$ cat src/rtl/sram_arbiter.sv
// Round-robin CPU/video arbiter and timing sequencer for the shared external SRAM bus.
// All outputs are registered. Reads ack ACCESS_CYCLES edges after grant; writes ack WE_PULSE+1 edges after grant.
module sram_arbiter #(
  parameter int ACCESS_CYCLES = 2,
  parameter int WE_PULSE      = 2
) (
  input  logic        clk_chipset,
  input  logic        reset_n,
  input  logic        cpu_req,
  input  logic        cpu_we,
  input  logic [20:0] cpu_addr,
  input  logic [7:0]  cpu_wdata,
  output logic [7:0]  cpu_rdata,
  output logic        cpu_ack,
  input  logic        vid_req,
  input  logic [20:0] vid_addr,
  output logic [7:0]  vid_rdata,
  output logic        vid_ack,
  output logic [20:0] sram_addr,
  output logic [7:0]  sram_dout,
  output logic        sram_oe,
  input  logic [7:0]  sram_din,
  output logic        sram_we_n
);

  localparam logic [2:0] S_IDLE   = 3'd0;
  localparam logic [2:0] S_READ   = 3'd1;
  localparam logic [2:0] S_WSETUP = 3'd2;
  localparam logic [2:0] S_WPULSE = 3'd3;
  localparam logic [2:0] S_WHOLD  = 3'd4;
  localparam logic [2:0] S_TURN   = 3'd5;

  localparam logic GNT_CPU = 1'b0;
  localparam logic GNT_VID = 1'b1;

  // Down-counter only ever holds (cycles - 1), so clog2 of the larger count is enough.
  localparam int MAX_CNT = (ACCESS_CYCLES > WE_PULSE) ? ACCESS_CYCLES : WE_PULSE;
  localparam int CW      = (MAX_CNT > 1) ? $clog2(MAX_CNT) : 1;
  localparam logic [CW-1:0] READ_LOAD = CW'(ACCESS_CYCLES - 1);
  localparam logic [CW-1:0] WE_LOAD   = CW'(WE_PULSE - 1);

  logic [2:0]    r_state;
  logic [CW-1:0] r_cnt;
  logic          r_last_grant;
  logic          r_gnt_vid;
  logic [20:0]   r_addr;
  logic [7:0]    r_dout;
  logic          r_oe;
  logic          r_we_n;
  logic [7:0]    r_cpu_rdata;
  logic          r_cpu_ack;
  logic [7:0]    r_vid_rdata;
  logic          r_vid_ack;

  logic w_any_req;
  logic w_pick_vid;
  logic w_cpu_write;

  assign w_any_req   = cpu_req | vid_req;
  assign w_pick_vid  = vid_req & (~cpu_req | (r_last_grant == GNT_CPU));
  assign w_cpu_write = ~w_pick_vid & cpu_we;

  always_ff @(posedge clk_chipset or negedge reset_n) begin
    if (!reset_n) begin
      r_state      <= S_IDLE;
      r_cnt        <= '0;
      r_last_grant <= GNT_CPU;
      r_gnt_vid    <= 1'b0;
      r_addr       <= '0;
      r_dout       <= '0;
      r_oe         <= 1'b0;
      r_we_n       <= 1'b1;
      r_cpu_rdata  <= '0;
      r_cpu_ack    <= 1'b0;
      r_vid_rdata  <= '0;
      r_vid_ack    <= 1'b0;
    end else begin
      r_cpu_ack <= 1'b0;
      r_vid_ack <= 1'b0;
      case (r_state)
        S_IDLE: begin
          r_oe   <= 1'b0;
          r_we_n <= 1'b1;
          if (w_any_req) begin
            r_last_grant <= w_pick_vid ? GNT_VID : GNT_CPU;
            r_gnt_vid    <= w_pick_vid;
            r_addr       <= w_pick_vid ? vid_addr : cpu_addr;
            if (w_cpu_write) begin
              // Data is driven a full cycle before the write pulse to give setup time.
              r_dout  <= cpu_wdata;
              r_oe    <= 1'b1;
              r_state <= S_WSETUP;
            end else begin
              r_cnt   <= READ_LOAD;
              r_state <= S_READ;
            end
          end
        end
        S_READ: begin
          if (r_cnt == '0) begin
            if (r_gnt_vid) begin
              r_vid_rdata <= sram_din;
              r_vid_ack   <= 1'b1;
            end else begin
              r_cpu_rdata <= sram_din;
              r_cpu_ack   <= 1'b1;
            end
            r_state <= S_TURN;
          end else begin
            r_cnt <= r_cnt - 1'b1;
          end
        end
        S_TURN: begin
          r_state <= S_IDLE;
        end
        S_WSETUP: begin
          r_we_n  <= 1'b0;
          r_cnt   <= WE_LOAD;
          r_state <= S_WPULSE;
        end
        S_WPULSE: begin
          if (r_cnt == '0) begin
            r_we_n    <= 1'b1;
            r_cpu_ack <= 1'b1;
            r_state   <= S_WHOLD;
          end else begin
            r_cnt <= r_cnt - 1'b1;
          end
        end
        S_WHOLD: begin
          r_oe    <= 1'b0;
          r_state <= S_IDLE;
        end
        default: begin
          r_oe    <= 1'b0;
          r_we_n  <= 1'b1;
          r_state <= S_IDLE;
        end
      endcase
    end
  end

  assign sram_addr = r_addr;
  assign sram_dout = r_dout;
  assign sram_oe   = r_oe;
  assign sram_we_n = r_we_n;
  assign cpu_rdata = r_cpu_rdata;
  assign cpu_ack   = r_cpu_ack;
  assign vid_rdata = r_vid_rdata;
  assign vid_ack   = r_vid_ack;

endmodule

$ cat config.mk
export PLATFORM = sky130hd
export DESIGN_NAME = sram_arbiter
export DESIGN_NICKNAME = d
export VERILOG_FILES = /design/src/rtl/sram_arbiter.sv
export SDC_FILE = /design/constraint.sdc
export NUM_CORES = 1
export LEC_CHECK = 0
export ABC_AREA = 1
export CORE_ASPECT_RATIO = 2
export CORE_UTILIZATION = 45
export DETAILED_ROUTE_END_ITERATION = 10
export GPL_TIMING_DRIVEN = 0
export MAX_ROUTING_LAYER = met4
export PLACE_DENSITY = 0.85
export SYNTH_ARGS = -nofsm -noshare
export SYNTH_HDL_FRONTEND = slang
export SYNTH_SLANG_ARGS = --single-unit
$ cat constraint.sdc
create_clock -name clk_chipset -period 1.95 [get_ports clk_chipset]
set_input_delay 0.39 -clock clk_chipset [delete_from_list [all_inputs] [get_ports clk_chipset]]
set_output_delay 0.39 -clock clk_chipset [all_outputs]
set_load 0.1 [all_outputs]
Yosys cells after proc, flatten, opt, wreduce, memory -nomap -nowiden:

Cells that the tools add are included.

* flip-flop bits (word level): 55
* logic and storage cells: 67

* $add $sub $neg: 1
* equality and inequality tests: 9
* mux-type cells: 23
* bitwise logic cells: 10
* reductions and logical operators: 12

Operators with widths (number)
* two-way mux 21 bit: 1
* AND reduction 3 bit: 5
* two-way mux 1 bit: 13
* case mux 3 bit (4 select lines): 1
* two-way mux 3 bit: 3
* inequality test 2 bit, second input constant: 4
* == test 3 x 2 -> 1 bit, second input constant: 2
* == test 3 bit, second input constant: 2
* inverter 1 bit: 6
* case mux 1 bit (3 select lines): 2
* case mux 1 bit (2 select lines): 2
* AND reduction 2 bit: 2
* OR reduction 4 bit: 1
* == test 3 x 1 -> 1 bit, second input constant: 1
* logical NOT 3 bit: 1
* nonzero test 3 bit: 1
* OR reduction 3 bit: 1
* bitwise AND 1 bit: 2
* two-way mux 2 bit: 1
* OR 1 bit: 2
* OR reduction 2 bit: 1
* subtractor 1 bit, second input constant: 1

Logic depth before layout (Yosys ltp):

* depth in word-level cells: 8
* gate-level depth with buffers: 7

Least setup slack after synthesis:

No wires, ideal clock.

* kind: register to output
* start: reg r_cpu_rdata[0] (netlist: cpu_rdata[0])
* end: out cpu_rdata[0]
* arrival time: 0.898 ns
* path slack: 0.662 ns
* stages on the path, launching flop included: 1
* path buffers: 0
* path through: dfrtp_1

RTL lines
* start, declared: RTL line 50 `logic [7:0] r_cpu_rdata;`
* start signal, assigned: RTL line 105 `r_cpu_rdata <= sram_din;`
* end, declared: RTL line 13 `output logic [7:0] cpu_rdata,`

No word-level cell between the ends.

Worst setup path after layout:

* start: reg r_addr[15] (netlist: sram_addr[15])
* end: out sram_addr[15]

RTL lines
* start, declared: RTL line 46 `logic [20:0] r_addr;`
* start signal, assigned: RTL line 87 `r_addr <= w_pick_vid ? vid_addr : cpu_addr;`
* end, declared: RTL line 19 `output logic [20:0] sram_addr,`

No word-level cell between the ends.

==> metrics.txt <==
status finished clean; RSZ-0062 raised after global routing no; total track usage a little under a quarter; most frequent cells in the layout nand2_1, clkdlybuf4s50_1, dfrtp_1, inv_1, clkdlybuf4s15_1; core area about 5400 um^2; syn avg cell area between 8 and 9 um^2; top routing layer in use met4; synthesized area around 2500 um^2; clock root buffer clkbuf_8; I/O Pins 112; Final Non-Filler Cells 472; Post-CTS Setup Inserts 0; later-pin clock latency in the skew report 0.31 ns; sequential share of the synthesized area a little over half; DR iter-0 viols 76; GPL Wtd Cong roughly 0.87; IO Port Bufs between 100 and 150; metal3 WL roughly 330 um; yosys warns 0; DIE HEIGHT ~110 um; clock skew between 0.004 and 0.005 ns; initial antenna violation count 0; Worst Path Max Fanout 2; row cnt 38; vias in the first global route 2,283; number of diodes 0; CTS tree built; CP Cell Sequence dlygate4sd2_1; Die Wd 54.9 um; synthesized flop and latch total 54; share of layout cells above drive strength 1 approximately 13%; Setup CP Type register to primary output; critical-path cell with the highest stage delay dlygate4sd2_1; Cells after Synth 292; Num CTS Buffers 5; crit-path max cell delay roughly 0.87 ns; HPWL after DPL about 5100 um; Slew HR between 30% and 40%; Slew @ Worst Pin roughly 0.99 ns; clk sinks 54; first-pass GRT wire length about 10,000 um; vias per inst just under 5; CP bufs+invs 1; Area growth syn-to-layout 48.8%; r2r endpoint sram_dout[2]; Crit path max-delay family buffers and inverters; syn_nets roughly 360; Reg-to-Reg Start r_state[0]; CP endpoint kind primary output; Max Slew Vio Count 0; Hold Fails Final Rpt 0; H-tree Lvls 2; Critical Path AT about 1.5 ns; minimum clock period about 1.9 ns; flop2flop setup slack 0.53 ns; WL met2 3570 um; NumNets Final 474; fmax between 0.5 and 0.6 GHz; routed wire length per instance roughly 13 um; ANT nets after route 0; worst hold path type input port to async pin; post-synth cell types 22; Critical Path Start sram_addr[15]; Final Routed Wirelength approximately 6300 um; Worst-path clk slew ~0.09 ns; Worst EP required around 1.6 ns; commonest non-fill, non-tap cell in the layout nand2_1; die area 5920 um^2; fin util roughly 69%; fin crit share a little over nine tenths; vias post-DR 2,343; maximum clock path buffer count 2; Initial Utilization between 40% and 50%; final worst slack 0.0223 ns; Fillers around 430; Reg2Reg Depth 7; startpoint types register; Congestion Overflow GR 0; pre-CTS setup slack -0.0909 ns; DRC Markers 0; Metal-1 WL 2250 um; Hold Slack about 0.053 ns; Max Cap Viol 0; drt pass-1 iters 4; largest net degree at the start of global routing 33; final setup vio count 0; placed insts roughly 460
## through the flow
step / cell area [um^2] / setup TNS, ns
after global placement: 3710 / -57.62
final: 3750 / 0
after global routing: 3750 / 0
after CTS: 3750 / 0
after floorplan: 2520 / 0
after detailed placement: 3720 / -0.0909
## per-layer routing
metal  GRT usage [%]  vias to the layer above
met1            23.0                     1090
met2            43.0                       82
met3            4.52                       11
li1                -                     1160
met5               -                        -
met4            10.5                        0
## cells in the mapped netlist (all sizes together)
master	instances	area share (%)
a21boi	1	0.30
a21oi	2	0.40
buf	13	3.7
dfrtp	53	53
dfstp	1	1.0
inv	40	6.0
nand2	119	18
nand3	6	2.4
nand4	9	2.2
nor2	7	1.6
o211ai	21	6.3
o21ai	19	5.0
o31ai	1	0.30
## area by class of cell
type / instances / area (um^2) / area share, %
flip-flops and latches: 54 / 1350 / 36.0
repair buffers: 112 / 1060 / 28.4
multi-input cells: 185 / 925 / 24.6
inverters: 40 / 150 / 4.00
plain buffers: 13 / 93.8 / 2.50
clock buffers: 7 / 86.3 / 2.30
well taps: 60 / 75.1 / 2.00
clock inverters: 1 / 5.00 / 0.133
## registers in the layout, summed over array words and instances, names as in the netlist
name	flops
vid_ack	1
vid_rdata	8
sram_dout	8
r_cnt	1
sram_we_n	1
cpu_rdata	8
cpu_ack	1
sram_oe	1
r_last_grant	1
sram_addr	21
r_state	3
## repair_timing
| action | 4_1_cts | 5_1_grt |
|---|---|---|
| gates cloned | 0 | 0 |
| setup endpoints to repair | 49 | 38 |
| hold buffers | 0 | 0 |
| endpoints found under the hold margin | 0 | 0 |
| resized for setup | 51 | 48 |
## logic make-up (layout without fill, tap and decap cells)
family          after synthesis  count (layout)  synth area share (%)
compound gates               44              44                  12.2
buf+inv                      53             173                  9.68
flops                        54              54                  53.6
simple gates                141             141                  24.5
## worst max path at each step
stage | to | slack (ns) | cells after the start
after floorplan | cpu_rdata[0] | 0.66 | 0
after global placement | sram_addr[10] | -1.08 | 1
after detailed placement | sram_we_n | -0.09 | 1
after CTS | cpu_rdata[2] | 0.004 | 1
after global routing | sram_addr[10] | 0.001 | 1
final | sram_addr[15] | 0.02 | 1
Power is not shown: default switching activity piles up to over one toggle a cycle in this logic, so the estimate is an artifact.
